**src/rtl/pc_pkg.sv**
```systemverilog
// Shared types and defaults for the fetch-stage program-counter unit.
package pc_pkg;

   typedef enum logic [2:0] {
      PC_SEL_INC,
      PC_SEL_HOLD,
      PC_SEL_BR,
      PC_SEL_CALL,
      PC_SEL_RET
   } pc_sel_t;

   localparam int unsigned INC_DEF = 4;
   localparam logic [31:0] RESET_VECTOR_DEF = 32'h0000_0000;

   // Fixed redirect priority: branch > call > return > freeze > increment.
   function automatic pc_sel_t pc_select(
      input logic br,
      input logic call,
      input logic ret,
      input logic frz
   );
      pc_sel_t sel;
      if (br) begin
         sel = PC_SEL_BR;
      end else if (call) begin
         sel = PC_SEL_CALL;
      end else if (ret) begin
         sel = PC_SEL_RET;
      end else if (frz) begin
         sel = PC_SEL_HOLD;
      end else begin
         sel = PC_SEL_INC;
      end
      return sel;
   endfunction

endpackage

```
**src/rtl/pc_unit_if.sv**
```systemverilog
// Request/status bundle between the pipeline control and the PC unit.
interface pc_unit_if #(
   parameter int unsigned WIDTH = 32
);

   logic             freeze;
   logic             branch_taken;
   logic [WIDTH-1:0] branch_addr;
   logic             call_valid;
   logic [WIDTH-1:0] call_target;
   logic [WIDTH-1:0] call_link;
   logic             ret_valid;
   logic [WIDTH-1:0] ret_target;
   logic [WIDTH-1:0] pc;
   logic [WIDTH-1:0] pc_next;
   logic             ras_empty;
   logic             ras_full;
   logic             ras_overflow;

   modport master (
      output freeze,
      output branch_taken,
      output branch_addr,
      output call_valid,
      output call_target,
      output call_link,
      output ret_valid,
      output ret_target,
      input  pc,
      input  pc_next,
      input  ras_empty,
      input  ras_full,
      input  ras_overflow
   );

   modport slave (
      input  freeze,
      input  branch_taken,
      input  branch_addr,
      input  call_valid,
      input  call_target,
      input  call_link,
      input  ret_valid,
      input  ret_target,
      output pc,
      output pc_next,
      output ras_empty,
      output ras_full,
      output ras_overflow
   );

endinterface

```
**src/rtl/pc_ras.sv**
```systemverilog
// Circular return-address stack; a push when full overwrites the oldest
// entry and raises a sticky overflow flag.
module pc_ras #(
   parameter int unsigned WIDTH     = 32,
   parameter int unsigned RAS_DEPTH = 4
) (
   input  logic             clk,
   input  logic             rst,
   input  logic             push_i,
   input  logic             pop_i,
   input  logic [WIDTH-1:0] data_i,
   output logic [WIDTH-1:0] top_o,
   output logic             empty_o,
   output logic             full_o,
   output logic             overflow_o
);

   localparam int unsigned PW = $clog2(RAS_DEPTH);
   localparam int unsigned CW = $clog2(RAS_DEPTH + 1);
   localparam logic [PW-1:0] LAST = PW'(RAS_DEPTH - 1);
   localparam logic [CW-1:0] FULLC = CW'(RAS_DEPTH);

   if (RAS_DEPTH < 2) begin : g_bad_depth
      $error("pc_ras: RAS_DEPTH must be at least 2");
   end

   logic [WIDTH-1:0] mem_q [RAS_DEPTH];
   logic [PW-1:0]    top_q, top_d;
   logic [CW-1:0]    cnt_q, cnt_d;
   logic             ovf_q, ovf_d;
   logic             empty, full;

   assign empty = (cnt_q == '0);
   assign full  = (cnt_q == FULLC);

   always_comb begin
      top_d = top_q;
      cnt_d = cnt_q;
      ovf_d = ovf_q;
      if (push_i) begin
         top_d = (top_q == LAST) ? '0 : top_q + 1'b1;
         cnt_d = full ? cnt_q : cnt_q + 1'b1;
         ovf_d = ovf_q | full;
      end else if (pop_i && !empty) begin
         top_d = (top_q == '0) ? LAST : top_q - 1'b1;
         cnt_d = cnt_q - 1'b1;
      end
   end

   always_ff @(posedge clk or posedge rst) begin
      if (rst) begin
         top_q <= '0;
         cnt_q <= '0;
         ovf_q <= 1'b0;
      end else begin
         top_q <= top_d;
         cnt_q <= cnt_d;
         ovf_q <= ovf_d;
      end
   end

   // Entry storage needs no reset: it is only read while count is non-zero.
   always_ff @(posedge clk) begin
      if (push_i) begin
         mem_q[top_d] <= data_i;
      end
   end

   assign top_o      = mem_q[top_q];
   assign empty_o    = empty;
   assign full_o     = full;
   assign overflow_o = ovf_q;

endmodule

```
**src/rtl/pc_unit.sv**
```systemverilog
// Fetch-stage program counter with prioritised redirects.
// Optional return-address stack enabled by defining PC_RAS_EN.
module pc_unit
   import pc_pkg::*;
#(
   parameter int unsigned      WIDTH        = 32,
   parameter logic [WIDTH-1:0] RESET_VECTOR = WIDTH'(RESET_VECTOR_DEF),
   parameter int unsigned      INC          = INC_DEF,
   parameter int unsigned      RAS_DEPTH    = 4
) (
   input logic     clk,
   input logic     rst,
   pc_unit_if.slave bus
);

   pc_sel_t          sel;
   logic [WIDTH-1:0] pc_q, pc_d;
   logic [WIDTH-1:0] pc_inc;
   logic [WIDTH-1:0] ret_addr;
   logic [WIDTH-1:0] ras_top;
   logic             ras_empty, ras_full, ras_ovf;

   assign sel = pc_select(bus.branch_taken, bus.call_valid,
                          bus.ret_valid, bus.freeze);

   assign pc_inc = pc_q + WIDTH'(INC);

`ifdef PC_RAS_EN
   pc_ras #(
      .WIDTH     (WIDTH),
      .RAS_DEPTH (RAS_DEPTH)
   ) u_ras (
      .clk        (clk),
      .rst        (rst),
      .push_i     (sel == PC_SEL_CALL),
      .pop_i      (sel == PC_SEL_RET),
      .data_i     (bus.call_link),
      .top_o      (ras_top),
      .empty_o    (ras_empty),
      .full_o     (ras_full),
      .overflow_o (ras_ovf)
   );
`else
   logic unused_link;
   assign unused_link = ^bus.call_link;
   assign ras_top     = '0;
   assign ras_empty   = 1'b1;
   assign ras_full    = 1'b0;
   assign ras_ovf     = 1'b0;
`endif

   assign ret_addr = ras_empty ? bus.ret_target : ras_top;

   always_comb begin
      pc_d = pc_inc;
      unique case (sel)
         PC_SEL_BR:   pc_d = bus.branch_addr;
         PC_SEL_CALL: pc_d = bus.call_target;
         PC_SEL_RET:  pc_d = ret_addr;
         PC_SEL_HOLD: pc_d = pc_q;
         PC_SEL_INC:  pc_d = pc_inc;
         default:     pc_d = pc_inc;
      endcase
   end

   always_ff @(posedge clk or posedge rst) begin
      if (rst) begin
         pc_q <= RESET_VECTOR;
      end else begin
         pc_q <= pc_d;
      end
   end

   assign bus.pc           = pc_q;
   assign bus.pc_next      = pc_inc;
   assign bus.ras_empty    = ras_empty;
   assign bus.ras_full     = ras_full;
   assign bus.ras_overflow = ras_ovf;

endmodule

```
**src/flat_wrapper.sv**
```systemverilog
// flat-port wrapper written by rule: the top's interface ports become plain ports
module pc_unit_flat import pc_pkg::*;
#(
   parameter int unsigned      WIDTH        = 32,
   parameter logic [WIDTH-1:0] RESET_VECTOR = WIDTH'(RESET_VECTOR_DEF),
   parameter int unsigned      INC          = INC_DEF,
   parameter int unsigned      RAS_DEPTH    = 4
)
  (clk, rst, bus_freeze, bus_branch_taken, bus_branch_addr, bus_call_valid, bus_call_target, bus_call_link, bus_ret_valid, bus_ret_target, bus_pc, bus_pc_next, bus_ras_empty, bus_ras_full, bus_ras_overflow);
  pc_unit_if #(.WIDTH(WIDTH)) bus_i ();
  input logic clk;
  input logic rst;
  input wire logic [$bits(bus_i.freeze)-1:0] bus_freeze;
  input wire logic [$bits(bus_i.branch_taken)-1:0] bus_branch_taken;
  input wire logic [$bits(bus_i.branch_addr)-1:0] bus_branch_addr;
  input wire logic [$bits(bus_i.call_valid)-1:0] bus_call_valid;
  input wire logic [$bits(bus_i.call_target)-1:0] bus_call_target;
  input wire logic [$bits(bus_i.call_link)-1:0] bus_call_link;
  input wire logic [$bits(bus_i.ret_valid)-1:0] bus_ret_valid;
  input wire logic [$bits(bus_i.ret_target)-1:0] bus_ret_target;
  output wire logic [$bits(bus_i.pc)-1:0] bus_pc;
  output wire logic [$bits(bus_i.pc_next)-1:0] bus_pc_next;
  output wire logic [$bits(bus_i.ras_empty)-1:0] bus_ras_empty;
  output wire logic [$bits(bus_i.ras_full)-1:0] bus_ras_full;
  output wire logic [$bits(bus_i.ras_overflow)-1:0] bus_ras_overflow;
  assign bus_i.freeze = bus_freeze;
  assign bus_i.branch_taken = bus_branch_taken;
  assign bus_i.branch_addr = bus_branch_addr;
  assign bus_i.call_valid = bus_call_valid;
  assign bus_i.call_target = bus_call_target;
  assign bus_i.call_link = bus_call_link;
  assign bus_i.ret_valid = bus_ret_valid;
  assign bus_i.ret_target = bus_ret_target;
  assign bus_pc = bus_i.pc;
  assign bus_pc_next = bus_i.pc_next;
  assign bus_ras_empty = bus_i.ras_empty;
  assign bus_ras_full = bus_i.ras_full;
  assign bus_ras_overflow = bus_i.ras_overflow;
  pc_unit #(.WIDTH(WIDTH), .RESET_VECTOR(RESET_VECTOR), .INC(INC), .RAS_DEPTH(RAS_DEPTH)) u_core (.clk(clk), .rst(rst), .bus(bus_i));
endmodule
```
**config.mk**
```make
export PLATFORM = sky130hd
export DESIGN_NAME = pc_unit_flat
export DESIGN_NICKNAME = d
export VERILOG_FILES = /design/src/rtl/pc_pkg.sv /design/src/rtl/pc_unit_if.sv /design/src/rtl/pc_ras.sv /design/src/rtl/pc_unit.sv /design/src/flat_wrapper.sv
export SDC_FILE = /design/constraint.sdc
export NUM_CORES = 1
export LEC_CHECK = 0
export BUFFER_PORTS_ARGS = -buffer_cell sky130_fd_sc_hd__buf_2
export CAP_MARGIN = 0
export CORE_ASPECT_RATIO = 1.1
export CORE_UTILIZATION = 45
export DETAILED_ROUTE_END_ITERATION = 12
export PLACE_DENSITY = 0.87
export SKIP_LAST_GASP = 1
export SYNTH_ARGS = -nofsm -noshare
export SYNTH_HDL_FRONTEND = slang
export SYNTH_HIERARCHICAL = 1
export SYNTH_SLANG_ARGS = --single-unit
```
**constraint.sdc**
```tcl
create_clock -name clk -period 5.85 [get_ports clk]
set_input_delay 0.585 -clock clk [delete_from_list [all_inputs] [get_ports clk]]
set_output_delay 0.585 -clock clk [all_outputs]
set_load 0.03 [all_outputs]
```
Word-level counts from Yosys, hierarchy flattened
Index checks and enable logic that the tools add are counted.
{"block": "totals", "elab_cells": 11, "input_bits": 134, "out_inout_bits": 67, "regBits": 32}
{"block": "op_classes", "add_sub_neg": 1, "mux": 5, "n_eq_ne": 4}
{"op": "case mux 32 bit (4 select lines)", "n": 1}
{"op": "adder 32 x 3 -> 32 bit (second input constant)", "n": 1}
{"op": "two-way mux 3 bit", "n": 3}
{"op": "== test 3 x 2 -> 1 bit (second input constant)", "n": 2}
{"op": "== test 3 x 1 -> 1 bit (second input constant)", "n": 1}
{"op": "== test 3 bit (second input constant)", "n": 1}
{"op": "two-way mux 1 bit", "n": 1}

Longest topological paths before layout
{"block": "depth", "ltp_word": 6, "ltp_mapped": 8, "mapped_depth_nobuf": 6}

Worst setup path after synthesis
No wires, ideal clock.
{"block": "synth_path", "path_kind": "flip-flop to output port", "from": "register u_core.pc_q[2] (netlist: u_core/bus.pc[2])", "to": "output bus_pc_next[30]", "setup_slack_ns": 2.719, "required_ns": 5.265, "arrival_ns": 2.546, "path_stages_with_launch": 8, "path_cell_list": "dfrtp_1 ha_1 nand3_2 or4_1 buf_6 nor2_1 nand3_1 xnor2_1"}
{"block": "synth_between", "elab_chain_cells": 1}
{"item": "start: declaration", "line_no": "pc_unit.sv:17", "rtl": "logic [WIDTH-1:0] pc_q, pc_d;"}
{"item": "start signal: assignment", "line_no": "pc_unit.sv:70", "rtl": "pc_q <= pc_d;"}
{"item": "adder 32 x 3 -> 32 bit", "line_no": "pc_unit.sv:26", "rtl": "assign pc_inc = pc_q + WIDTH'(INC);"}
{"item": "end: declaration", "line_no": "flat_wrapper.sv:22", "rtl": "output wire logic [$bits(bus_i.pc_next)-1:0] bus_pc_next;"}
Every way passes these cells.

Worst setup path after layout
Ends and elaborated chain as after synthesis.

==> flow_summary.ini <==
[place]
pre_cts_slack_ns = 2.67
place.gp.congestion = 0.890
port_buffers = 165
dp_cells = 580
post-dp-hpwl_um = 7130

[drt]
drc = 0
detail_route.vias_per_cell = 5.88
vias = 3458
wirelength_um = 9750
wire_per_inst_um = 16.6
drtIter0Drc = 246
ant_nets = 0
first_pass_iters = 5

[floorplanning]
initial_core_util_pct = 46.4
fp-row-count = 30
die_y_um = 85.3
num_io_pins = 201
die-area_mm2 = 0.00663
die_w_um = 77.8
core_mm2 = 0.00612

[synth]
netlist_instances = 362
ys.flop_type = dfrtp_1
async_flop_share_pct = 100
synth-edff-count = 0
synthDistinctLibCells = 50
ys_seq_elements = 32
yosysSeqAreaShare_pct = 28.2
ys.warnings.count = 6
netlist_area_mm2 = 0.00284
syn_avg_cell_area_um2 = 7.85

[sta]
max_freq_mhz = 293
setup_violations = 0
fin_crit_ns = 3.42
skew_ns = 0.00840
setup_ws_ns = 2.43
hold_viol_final = 0
period_share_pct = 58.4
max-slew-margin-rel_pct = 28.0
final_max_slew_viol_count = 0
rsz0062_at_grt = no
tightest_slew_ns = 1.07
fin_setup_tns_ns = 0

[worst_setup_path]
rrSetupSlack_ns = 3.30
critPathMaxFanout = 7
startpoint = u_core/bus.pc[2]
r2r_start = u_core/bus.pc[2]
rr_endpoint = u_core/bus.pc[26]
crit_path_start_kind = flop
crit_path_end_kind = output pin
cp.required_ns = 5.27
r2r_cells = 6
critPathArrivalTime_ns = 2.83
worstSetupPathType = reg2out

[clocking]
cts_root_buffer = clkbuf_8
cts_sinks = 32
cts_resized = 0
path_clk_slew_ns = 0.07
tritoncts = yes
cts_post_setup_buffers_inserted = 0
ctsHtreeMaxLevel = 2
numCtsBuffers = 5
hold_buffers = 0
clock_path_buffers = 2
insertion_delay_ns = 0.29

[pwr]
p_leak_nw = 1.73
power_density_mw_per_mm2 = 227
ir_drop_v = 0.000108

[finish]
n_antenna_cell = 0
fin_cells = 588
fin_nets = 642
area_growth_pct = 31.9
largest_reg_flops = 32
drive_gt1_share_pct = 36.6

[run]
cap_violations = 0

[global_route]
grt_pass1_vias = 3122
grt_overflow = 0
grt_usage_pct = 29.0
grt_max_degree = 59
grt_first_pass_wirelength_um = 15200
antenna_found_initial = 0

[min_path]
hold_class = in2async

[status]
status = completed
-- metal layers --
layer	share of wire (%)	up-vias	wire (um)	track usage, %
li1	-	1612	-	-
met1	40	1612	3950	35.0
met2	48	210	4720	50.4
met3	8.5	24	829	5.70
met4	2.5	0	246	11.7
met5	0	-	0	0
-- kinds of logic (layout without fill, tap and decap cells) --
kind of cell	count (synthesis)	in the layout	share of synthesized area (%)
other cells	2	3	0.264
compound gates	113	113	26.5
xor+xnor	41	41	12.6
buf+inv	44	189	7.00
simple gates	124	124	23.2
fa+ha+maj	1	1	0.440
flops	32	32	28.2
mux	5	5	1.81
-- cells in the final DEF (no fill, tap or decap), drive strengths merged, types with 17 or more instances in the layout --
master | Yosys | routed
nor2 | 24 | 24
o21ai | 24 | 24
nand2 | 41 | 41
nand3 | 19 | 19
dfrtp | 32 | 32
buf | 16 | 170
xnor2 | 32 | 32
a21oi | 17 | 17
o22ai | 22 | 22
-- worst max-delay path by stage --
stage | cells past startpoint | slack [ns] | end
after floorplan | 7 | 2.72 | bus_pc_next[30]
after global placement | 7 | 2.70 | u_core/bus.pc[31]
after detailed placement | 7 | 2.67 | u_core/bus.pc[31]
after CTS | 7 | 2.46 | bus_pc_next[30]
after global routing | 7 | 2.26 | bus_pc_next[30]
final | 7 | 2.43 | bus_pc_next[30]
-- layout make-up --
class / instances / area (um^2)
inverter: 11 / 41.3
sequential: 32 / 801
clock buffer: 8 / 90.1
fill: 549 / 2370
tap: 80 / 100
multi-input combinational: 287 / 1850
timing repair buffer: 170 / 863
-- stage by stage --
stage	hold slack, ns	total power, mW	cell area [um^2]	util (%)
4_1_cts	0.398	0.849	3740	61.2
5_1_grt	0.425	0.892	3740	61.2
6_report	0.379	0.850	3740	61.2
3_3_place_gp	0.532	0.657	3650	59.7
3_5_place_dp	0.544	0.667	3650	59.7
2_1_floorplan	0.697	0.548	2840	-
-- worst max-delay path, cell delays in order (launching register included) --
cell and delay (ns):
dfrtp_1 0.47, ha_1 0.30, nand3_2 0.15, or4_1 0.78, nor2_1 0.34, nand3_1 0.15
xnor2_1 0.14, buf_2 0.21
-- cell usage after synthesis (5+ instances only) --
library cell / instances / area, um^2
a211oi_1: 5 / 37.5
o21ai_0: 22 / 110
a22o_1: 6 / 52.6
a21oi_1: 17 / 85.1
nor2_1: 24 / 90.1
a21o_1: 5 / 37.5
inv_1: 10 / 37.5
dfrtp_1: 32 / 801
xor2_1: 9 / 78.8
nand4_1: 6 / 37.5
xnor2_1: 32 / 280
nand2_1: 41 / 154
and4_1: 5 / 43.8
o221ai_1: 6 / 52.6
buf_2: 6 / 30.0
nor3_1: 7 / 35.0
a22oi_1: 9 / 67.6
buf_4: 5 / 37.5
o31ai_1: 5 / 37.5
o22ai_1: 22 / 138
nand3_1: 17 / 85.1
clkbuf_1: 17 / 63.8
-- power breakdown --
| part | total, mW | internal, mW | switching, mW |
|---|---|---|---|
| clock | 0.183 | 0.0961 | 0.0871 |
| sequential | 0.298 | 0.247 | 0.0501 |
| combinational | 0.369 | 0.129 | 0.240 |
Note: power is estimated with default switching activity, not from simulation.
